File: config.mk
export PLATFORM = sky130hd
export DESIGN_NAME = fetch_unit
export DESIGN_NICKNAME = d
export VERILOG_FILES = /design/src/rtl/fetch_unit.sv
export SDC_FILE = /design/constraint.sdc
export NUM_CORES = 1
export LEC_CHECK = 0
export BUFFER_PORTS_ARGS = -buffer_cell sky130_fd_sc_hd__buf_2
export CAP_MARGIN = 20
export CORE_MARGIN = 2
export CORE_UTILIZATION = 50
export CTS_CLUSTER_SIZE = 30
export DETAILED_ROUTE_END_ITERATION = 7
export GPL_ROUTABILITY_DRIVEN = 0
export PLACE_DENSITY = 0.77
export REMOVE_ABC_BUFFERS = 1
export SYNTH_ARGS = -nofsm -noshare
export SYNTH_HDL_FRONTEND = slang
export SYNTH_SLANG_ARGS = --single-unit
File: constraint.sdc
create_clock -name clock -period 2.1 [get_ports clock]
set_input_delay 0 -clock clock [delete_from_list [all_inputs] [get_ports clock]]
set_output_delay 0 -clock clock [all_outputs]
set_load 0.05 [all_outputs]
File: src/rtl/fetch_unit.sv
// Instruction fetch stage: single-outstanding imem requests, one-entry skid buffer, branch redirect.
// Optional sticky misaligned-redirect flag enabled by defining FETCH_ALIGN_CHECK_EN.
module fetch_unit #(
  parameter logic [31:0] RESET_PC = 32'h0000_0000
) (
  input  logic        clock,
  input  logic        reset,
  input  logic        stall,
  input  logic        br_en,
  input  logic [31:0] br_target,
  output logic        imem_req,
  output logic [31:0] imem_addr,
  input  logic        imem_gnt,
  input  logic        imem_rvalid,
  input  logic [31:0] imem_rdata,
  output logic [31:0] fd_pc,
  output logic [31:0] fd_instr,
  output logic        fd_valid,
  output logic        fetch_misalign
);

  typedef enum logic [1:0] {StIdle, StReq, StWait, StFull} state_e;

  state_e      r_state, w_state_d;
  logic [31:0] r_pc, w_pc_d;
  logic [31:0] r_req_pc, w_req_pc_d;
  logic        r_kill, w_kill_d;
  logic [31:0] r_buf_pc, w_buf_pc_d;
  logic [31:0] r_buf_instr, w_buf_instr_d;
  logic [31:0] r_fd_pc, r_fd_instr;
  logic        r_fd_valid;

  logic        w_deliver;
  logic [31:0] w_deliver_pc, w_deliver_instr;
  logic [31:0] w_target;

  assign w_target = {br_target[31:2], 2'b00};

  always_ff @(posedge clock or negedge reset) begin
    if (!reset) begin
      r_state <= StIdle;
    end else begin
      r_state <= w_state_d;
    end
  end

  always_comb begin
    w_state_d       = r_state;
    w_pc_d          = r_pc;
    w_req_pc_d      = r_req_pc;
    w_kill_d        = r_kill;
    w_buf_pc_d      = r_buf_pc;
    w_buf_instr_d   = r_buf_instr;
    w_deliver       = 1'b0;
    w_deliver_pc    = r_req_pc;
    w_deliver_instr = imem_rdata;
    unique case (r_state)
      StIdle: w_state_d = StReq;
      StReq: begin
        if (imem_gnt) begin
          w_req_pc_d = r_pc;
          w_pc_d     = r_pc + 32'd4;
          w_state_d  = StWait;
        end
      end
      StWait: begin
        if (imem_rvalid) begin
          if (r_kill) begin
            w_kill_d  = 1'b0;
            w_state_d = StReq;
          end else if (!stall) begin
            w_deliver = 1'b1;
            w_state_d = StReq;
          end else begin
            w_buf_pc_d    = r_req_pc;
            w_buf_instr_d = imem_rdata;
            w_state_d     = StFull;
          end
        end
      end
      StFull: begin
        if (!stall) begin
          w_deliver       = 1'b1;
          w_deliver_pc    = r_buf_pc;
          w_deliver_instr = r_buf_instr;
          w_state_d       = StReq;
        end
      end
      default: w_state_d = StIdle;
    endcase
    // Redirect overrides everything; an in-flight or just-granted request must be drained and killed.
    if (br_en) begin
      w_pc_d = w_target;
      if ((r_state == StWait && !imem_rvalid) || (r_state == StReq && imem_gnt)) begin
        w_kill_d  = 1'b1;
        w_state_d = StWait;
      end else begin
        w_kill_d  = 1'b0;
        w_state_d = StReq;
      end
    end
  end

  always_comb begin
    imem_req  = (r_state == StReq);
    imem_addr = r_pc;
  end

  always_ff @(posedge clock or negedge reset) begin
    if (!reset) begin
      r_pc        <= RESET_PC;
      r_req_pc    <= 32'h0;
      r_kill      <= 1'b0;
      r_buf_pc    <= 32'h0;
      r_buf_instr <= 32'h0;
      r_fd_pc     <= 32'h0;
      r_fd_instr  <= 32'h0;
      r_fd_valid  <= 1'b0;
    end else begin
      r_pc        <= w_pc_d;
      r_req_pc    <= w_req_pc_d;
      r_kill      <= w_kill_d;
      r_buf_pc    <= w_buf_pc_d;
      r_buf_instr <= w_buf_instr_d;
      if (br_en) begin
        r_fd_pc    <= 32'h0;
        r_fd_instr <= 32'h0;
        r_fd_valid <= 1'b0;
      end else if (!stall) begin
        r_fd_pc    <= w_deliver ? w_deliver_pc : 32'h0;
        r_fd_instr <= w_deliver ? w_deliver_instr : 32'h0;
        r_fd_valid <= w_deliver;
      end
    end
  end

  assign fd_pc    = r_fd_pc;
  assign fd_instr = r_fd_instr;
  assign fd_valid = r_fd_valid;

`ifdef FETCH_ALIGN_CHECK_EN
  logic r_misalign;

  always_ff @(posedge clock or negedge reset) begin
    if (!reset) begin
      r_misalign <= 1'b0;
    end else if (br_en && (br_target[1:0] != 2'b00)) begin
      r_misalign <= 1'b1;
    end
  end

  assign fetch_misalign = r_misalign;
`else
  logic w_unused_tgt_lsb;
  assign w_unused_tgt_lsb = ^br_target[1:0];
  assign fetch_misalign   = 1'b0;
`endif

endmodule

* Word-level counts from Yosys, hierarchy flattened
Index checks and enable logic that the tools add are counted.
** Storage, ports and cells
- Latch bits :: 0
- Register bits after elaboration :: 196
- ROM bits :: 0
- Output and inout bits :: 99
- Input port bits :: 70
- Bits in writable memories :: 0
- Memories :: 0
- Word-level logic and storage cells :: 61
** Operators by class
- Multiplexer cells :: 29
- Magnitude comparators :: 0
- Bitwise operators :: 1
- Equality and inequality tests :: 7
- Add/subtract/negate cells :: 1
- Reductions and logical operators :: 14
- Divide/modulo/power cells :: 0
- $mul :: 0
- Shifts and indexed selects :: 0
** Operators by type and width (number)
- 2-to-1 mux 32 bit :: 11
- adder 32 x 3 -> 32 bit, second input constant :: 1
- 2-to-1 mux 2 bit :: 7
- 2-to-1 mux 1 bit :: 9
- case mux 2 bit (4 select lines) :: 1
- nonzero test 2 bit :: 4
- inequality test 3 bit, second input constant :: 2
- AND reduction 2 bit :: 3
- equality test 2 bit, second input constant :: 2
- AND reduction 4 bit :: 1
- inequality test 3 x 2 -> 1 bit, second input constant :: 1
- AND reduction 3 bit :: 1
- equality test 2 x 1 -> 1 bit, second input constant :: 1
- logical AND 1 bit :: 2
- logical NOT 2 bit :: 1
- inequality test 2 x 1 -> 1 bit, second input constant :: 1
- case mux 1 bit (2 select lines) :: 1
- logical NOT 1 bit :: 1
- logical OR 1 bit :: 1
- inverter 1 bit :: 1

* Depth between registers and ports, before layout
Gate-level depths: netlist of the first run.
- Depth in word-level cells :: 7
- Depth in mapped cells :: 8
- Gate-level depth less buffers :: 6

* Worst setup path before layout of the first run
OpenSTA, ideal clock, no wires.
- Kind :: flip-flop to flip-flop
- Start point :: reg r_state[1]
- End point :: reg r_pc[30] (netlist: imem_addr[30])
- Cell stages (with the launch flop) :: 8
- Arrival time :: 2.371 ns
- Slack :: -0.353 ns
- Data required time :: 2.018 ns
- Path buffers :: 1
- Path through :: dfrtp_1 -> inv_1 -> ha_1 -> and4_1 -> clkbuf_1 -> nand4_1 -> or4_1 -> a31oi_1
** On the way
- Longest elaborated chain between the ends :: 3
** Ends and longest elaborated chain
- start: declaration :: line 24 : state_e r_state, w_state_d;
- start signal: assignment :: line 41 : r_state <= StIdle;
- start signal: assignment :: line 43 : r_state <= w_state_d;
- equality test 2 x 1 -> 1 bit
- net imem_req :: line 11 : output logic imem_req,
- nonzero test 2 bit (no source line)
- AND reduction 2 bit (no source line)
- end signal: assignment :: line 120 : r_pc <= w_pc_d;
- end: declaration :: line 25 : logic [31:0] r_pc, w_pc_d;
The timed path passes the listed nets, and every way through them passes these cells.
A chain may end at the register's enable or synchronous reset.

* Worst setup path after layout of the first run
- Start point :: reg r_state[1]
- End point :: reg r_pc[18] (netlist: imem_addr[18])
** On the way
- Longest elaborated chain between the ends :: 3
** Ends and longest elaborated chain
- equality test 2 x 1 -> 1 bit :: line 57 : unique case (r_state)
- nonzero test 2 bit (no source line)
- AND reduction 2 bit (no source line)
No other way between the ends.

==> summary.md, run 1 <==
| Metric | Value |
|---|---|
| Status | `complete, no violations` |
| Fin worst setup slack | `93.9 ps` |
| Adder-cell area share of the yosys netlist | `0.756%` |
| Leakage | `5.11 nW` |
| Compound-Gate Fraction of Synth Area | `8.36%` |
| Critical Path RT | `approximately 2400 ps` |
| Largest family of logic cells by synthesized area | `multiplexers` |
| Slew headroom | `53.3%` |
| Number of flops mapped to enable cells by yosys | `0` |
| Synthesized area | `approximately 8300 sq um` |
| Fin crit period | `2010 ps` |
| Worst Max-Slew Pin Slew | `701 ps` |
| Antenna-violating nets left | `0` |
| Placed Instances | `roughly 1,100` |
| Initial antenna violation count | `0` |
| Worst Skew | `8.56 ps` |
| Clock Path Buffers | `2` |
| Syn. warnings | `0` |
| Avg Cell Area, Syn | `11.5 sq um` |
| PwrDens | `1120 nW/um^2` |
| I/O Buffers | `163` |
| Fin crit share | `~96%` |
| Predominant post-synthesis flop cell | `dfrtp_1` |
| Die Ht | `133 um` |
| # nets final | `1,036` |
| Crit. End Element | `flop` |
| Post-Layout Cell Count | `1,192` |
| Kind of critical path | `flop to flop` |
| Count of cell types in the netlist | `42` |
| Fill cell count | `1,248` |
| Synthesized instance count | `717` |
| Overall routing resource usage | `between 20 and 25%` |
| Clk pin slew, worst setup/hold paths | `around 70 ps` |
| Worst vdd ir | `0.638 mV` |
| Fraction of synthesized area in multiplexers | `19.3%` |
| Post-synthesis simple-gate area fraction | `around a tenth` |
| I/O Pins | `169` |
| # DRC | `0` |
| Cell Area, Placed | `9590 sq um` |
| Yosys reg bits | `189` |
| Total Die Area | `17,600 sq um` |
| Unrepaired setup endpoints after global routing | `no` |
| R2r startpoint | `r_state[1]` |
| Row count | `47` |
| Share of cells above drive strength 1 | `between 30% and 40%` |
| Initial DRC Count | `299` |
| CP Launch Point | `r_state[1]` |
| CTS buffer count | `17` |
| Fin area | `10,900 sq um` |
| Worst-path fanout max | `7` |
| Sink Count | `189` |
| Slew Limit Fails | `0` |
| FFs w/ async S/R, synth | `between 90% and 100%` |
| Vias in the first global route | `6,454` |
| Achievable frequency | `0.498 GHz` |
| Via/cell ratio | `roughly 5.3` |
| Wire per inst | `16.4 um` |
| Pre-CTS WS | `-16.5 ps` |
| CTS tree | `built` |
| CTS root buf | `clkbuf_16` |
| Initial core utilization | `50.5%` |
| Die width | `between 100 and 150 um` |
| Crit path DAT | `2350 ps` |
| Post-Synth XOR/XNOR Area | `1.16%` |
| Tightest Hold Check Type | `primary input to flop` |
| First-pass GRT wire length | `32.0 mm` |
| Seq/Total Area, Yosys | `57.1%` |
| Max-cap violations | `0` |
| Routed wire length | `19.5 mm` |
| Largest net degree at the start of global routing | `85` |
| Setup-failing EPs final | `0` |
| Total chip power | `0.0123 W` |
| Std-Cell Core Area | `16,400 sq um` |
| Critical Path Start Type | `flop` |
| Remaining Overflow, GRT | `0` |
| N_diodes | `0` |
| Pre-antenna DRT Iters | `4` |
| Htree depth | `4` |
| Vias | `6,328` |
| HP Start | `stall` |
| Detail Placement HPWL | `between 10 and 15 mm` |
| Clk_lat worst skew | `between 400 and 500 ps` |
| Synth-to-Final Area Change | `32.2%` |
| Fin. Hold Viols | `0` |
-- placed cells by master, fill, tap and decap left out, drive strengths merged, types with 4 or more instances in the layout --
master         n
a31oi         15
buf          198
clkbuf        22
clkinv         5
dfrtp        189
dlygate4sd3   72
ha             5
inv           10
mux2          85
mux2i         64
nand2         99
nand3         14
nand4         12
nor2          20
nor2b          4
o21ai         84
o31ai         14
or4           16
xnor2          6
xor2           5
-- power breakdown --
part	switching [W]	internal (W)	total [W]
sequential	0.000621	0.00470	0.00532
clock	0.00134	0.00184	0.00318
combinational	0.00208	0.00169	0.00378
-- worst max-delay path, cell delays in order (launching register included) --
cell and delay [ps]:
dfrtp_1 380, inv_1 140, ha_4 170, nand4_1 130
or4_4 490, or4_1 410, a31oi_1 200
-- state kept, by name (all words and copies together) (netlist names) --
| signal | flops |
|---|---|
| fd_pc | 31 |
| r_kill | 1 |
| r_buf_instr | 32 |
| r_state | 2 |
| r_buf_pc | 30 |
| imem_addr | 30 |
| fd_valid | 1 |
| r_req_pc | 30 |
| fd_instr | 32 |
-- timing repair --
action,in CTS,in global routing
pin swaps,0,4
hold buffers,72,0
gates resized for setup,1,6
buffers inserted,0,2
endpoints found under the setup margin,1,16
hold endpoints to repair,178,0
gates cloned,0,0
-- logic make-up after synthesis --
| logic type | count (synthesis) |
|---|---|
| other | 1 |
| xor gates and xnor gates | 11 |
| DFF | 189 |
| and+or+nand+nor | 181 |
| AOI/OAI and AO/OA | 122 |
| adders and majority gates | 5 |
| buffers and inverters | 59 |
| muxes | 149 |
-- worst paths after layout --
check                           endpoint  slack [ps]  depth (start not counted)
max in group asynchronous      fd_pc[31]        1200                          3
setup reg to reg           imem_addr[18]          90                          6
hold / removal                  fd_pc[8]          80                          4
setup / recovery           imem_addr[18]          90                          6
min in group asynchronous   fd_instr[27]         170                          2
hold reg to reg                fd_pc[11]         470                          2
-- cell type report --
cell class | instances | area [sq um] | area share [%]
flip-flops and latches | 189 | 4730 | 43.2
multi-input cells | 471 | 3390 | 30.9
repair buffers | 271 | 1930 | 17.6
clock buffers | 21 | 470 | 4.30
well taps | 220 | 275 | 2.52
clock inverters | 9 | 114 | 1.04
inverters | 11 | 41.3 | 0.377
-- metrics by stage --
stage | TNS, ps | util (%) | hold slack, ps
2_1_floorplan | -225590 | - | -296
3_3_place_gp | 0 | 58.5 | 102
3_5_place_dp | -16.5 | 58.5 | 97.6
4_1_cts | 0 | 66.4 | 69.1
5_1_grt | 0 | 66.7 | 97.6
6_report | 0 | 66.7 | 84.4
-- Yosys cell counts, types with 2 or more instances --
library cell,instances,area share (%)
xor2_1,5,0.53
nand4_1,11,0.83
mux2_2,85,12
and4_1,3,0.32
or3_1,3,0.23
mux2i_1,64,7.7
xnor2_1,6,0.63
inv_1,10,0.45
o31ai_1,14,1.3
o21ai_0,83,5.0
dfrtp_1,189,57
ha_1,5,0.76
a31oi_1,15,1.1
nor2_1,20,0.91
buf_4,4,0.36
and2_1,3,0.23
or4_1,16,1.5
and3_1,2,0.15
clkbuf_1,37,1.7
buf_1,5,0.23
nand2_1,99,4.5
nor2b_1,4,0.30
nand3_1,14,0.85
nor3_1,2,0.12
-- per-layer routing --
metal  share of wire [%]  routed length (um)  GRT usage, %  vias up
met2                  49                9490          39.1      162
li1                    -                   -             -     3035
met4                 1.5                 285          5.97        0
met1                  46                8880          29.9     3103
met3                 4.3                 836          5.13       28
met5                   0                   0             0        -
(Power assumes the default switching activity.)
==> run 2: changes to the inputs <==
--- a/config.mk
+++ b/config.mk
@@ -7,12 +7,14 @@
 export LEC_CHECK = 0
 export BUFFER_PORTS_ARGS = -buffer_cell sky130_fd_sc_hd__buf_2
 export CAP_MARGIN = 20
+export CELL_PAD_IN_SITES_DETAIL_PLACEMENT = 0
+export CELL_PAD_IN_SITES_GLOBAL_PLACEMENT = 1
 export CORE_MARGIN = 2
-export CORE_UTILIZATION = 50
+export CORE_UTILIZATION = 39
 export CTS_CLUSTER_SIZE = 30
 export DETAILED_ROUTE_END_ITERATION = 7
 export GPL_ROUTABILITY_DRIVEN = 0
-export PLACE_DENSITY = 0.77
+export PLACE_DENSITY_LB_ADDON = 0.1
 export REMOVE_ABC_BUFFERS = 1
 export SYNTH_ARGS = -nofsm -noshare
 export SYNTH_HDL_FRONTEND = slang
==> run 2 against run 1 <==
Compared with the run above: die area increased by 27%; worst hold slack got worse by 68 ps; final cell count increased by 4.9%; critical path depth decreased by 1; combinational power about the same; critical path type unchanged; largest power group unchanged.
==> summary.md, run 2 (synthesis gave the netlist of run 1 again) <==
| Metric | Value |
|---|---|
| Reg-to-reg slack, setup | `120 ps` |
| Routed wire length | `20.5 mm` |
| Die Ht | `roughly 150 um` |
| Clk pin slew, worst setup/hold paths | `70 ps` |
| Max-cap violations | `0` |
| Htree depth | `4` |
| CP Launch Point | `imem_addr[9]` |
| Clk_lat worst skew | `between 400 and 500 ps` |
| Leakage | `5.10 nW` |
| Critical R2R Capture | `imem_addr[29]` |
| Worst Skew | `~12 ps` |
| Sink Count | `~190` |
| Worst reg2reg path depth | `5` |
| CTS tree | `built` |
| Pre-CTS WS | `12.0 ps` |
| I/O Pins | `169` |
| Core Util, Final | `52.3%` |
| Met1 WL | `9.50 mm` |
| I/O Buffers | `about 160` |
| Remaining Overflow, GRT | `0` |
| Tightest Hold Check Type | `primary input to flop` |
| Setup crit end | `imem_addr[29]` |
| Fin worst setup slack | `about 120 ps` |
| Std-Cell Core Area | `21,000 sq um` |
| Worst vdd ir | `0.618 mV` |
| Status | `complete, no violations` |
| Met3 WL post-DR | `slightly above 900 um` |
| CTS buffer count | `17` |
| Total Die Area | `22,400 sq um` |
| Clock Path Buffers | `2` |
| Vias | `6,302` |
| CTS root buf | `clkbuf_16` |
| Wire per inst | `16.4 um` |
| N_diodes | `0` |
| Share of cells above drive strength 1 | `33.9%` |
| Critical Path Start Type | `flop` |
| Min Hold Slack | `16.1 ps` |
| Largest net degree at the start of global routing | `75` |
| Via/cell ratio | `about 5.0` |
| Top sig layer | `met4` |
| Worst-path fanout max | `26` |
| First-pass GRT wire length | `33.0 mm` |
| PwrDens | `1110 nW/um^2` |
| Unrepaired setup endpoints after global routing | `no` |
| Multi-input logic area | `3380 sq um` |
| Slew Limit Fails | `0` |
| Row count | `53` |
| Initial DRC Count | `289` |
| Initial core utilization | `39.5%` |
| Overall routing resource usage | `18.9%` |
| Slew headroom | `between 50% and 60%` |
| Crit. End Element | `flop` |
| # nets final | `1,038` |
| Achievable frequency | `slightly above 0.5 GHz` |
| Die width | `150 um` |
| Antenna-violating nets left | `0` |
| Initial antenna violation count | `0` |
| Pre-antenna DRT Iters | `4` |
| Detail Placement HPWL | `14.2 mm` |
| Critical Path RT | `2450 ps` |
| Fin crit period | `1980 ps` |
| R2r startpoint | `imem_addr[9]` |
| Synth-to-Final Area Change | `32.4%` |
| Post-Layout Cell Count | `1,250` |
| Kind of critical path | `flop to flop` |
| Worst Max-Slew Pin Slew | `663 ps` |
| Total chip power | `0.0121 W` |
| Crit path DAT | `2330 ps` |
| DR WL met2 | `9.79 mm` |
| Fin. Hold Viols | `0` |
| Most frequent cells in the layout | `dfrtp_1, buf_2, nand2_1` |
| Placed Instances | `1,149` |
| Vias in the first global route | `6,373` |
| Setup-failing EPs final | `0` |
| Reg area | `~4700 sq um` |
| Commonest non-fill, non-tap cell in the layout | `dfrtp_1` |
| Fill cell count | `1,917` |
| Fin crit share | `94.3%` |
| # DRC | `0` |
-- run 2: cell count changes in the layout (fill, tap and decap cells not counted), sizes merged --
cell / previous run / this run
inv: 10 / 17
buf: 198 / 203
clkbuf: 22 / 19
dlygate4sd3: 72 / 69
bufinv: 2 / 0
clkinv: 5 / 4
-- run 2: what timing repair did --
item / 4_1_cts / 5_1_grt
resized for setup: 1 / 10
hold buffers: 69 / 0
pin swaps: 0 / 3
setup endpoints to repair: 2 / 16
endpoints found under the hold margin: 167 / 0
buffers inserted: 0 / 1
-- run 2: cell type report --
cell class	instances	share of cell area (%)
multi-input cells	471	30.9
flip-flops and latches	189	43.2
well taps	275	3.14
clock inverters	13	0.959
clock buffers	18	4.01
repair buffers	273	17.5
inverters	11	0.377
-- run 2: power breakdown --
group	internal, W	switching, W	leakage, nW
combinational	0.00170	0.00208	2.41
sequential	0.00470	0.000626	2.42
clock	0.00157	0.00147	0.262
total	0.00797	0.00418	5.10
-- run 2: critical path: stages (launching register included) --
cell and delay [ps]:
dfrtp_1 390, nand4_4 120, or4_4 520, buf_12 180, or4_1 500, a31oi_1 180
-- run 2: stage by stage --
| step | TNS (ps) | instance area [sq um] |
|---|---|---|
| finish | 0 | 11000 |
| global placement | 0 | 9670 |
| detailed placement | 0 | 9670 |
| floorplan | -225590 | 8080 |
| CTS | 0 | 10900 |
| global route | 0 | 11000 |
-- run 2: metal layers --
layer | up-vias | global-route usage [%]
li1 | 3026 | -
met1 | 3103 | 25.4
met2 | 155 | 31.3
met3 | 18 | 3.51
met4 | 0 | 5.75
met5 | - | 0
-- run 2: how the worst min path moves through the flow --
stage	from	end	cells past startpoint
floorplan	reset	fd_instr[0]	0
global placement	reset	fd_instr[7]	1
detailed placement	reset	fd_instr[7]	1
CTS	br_en	imem_addr[5]	3
global route	br_en	imem_addr[4]	2
finish	br_en	imem_addr[5]	3
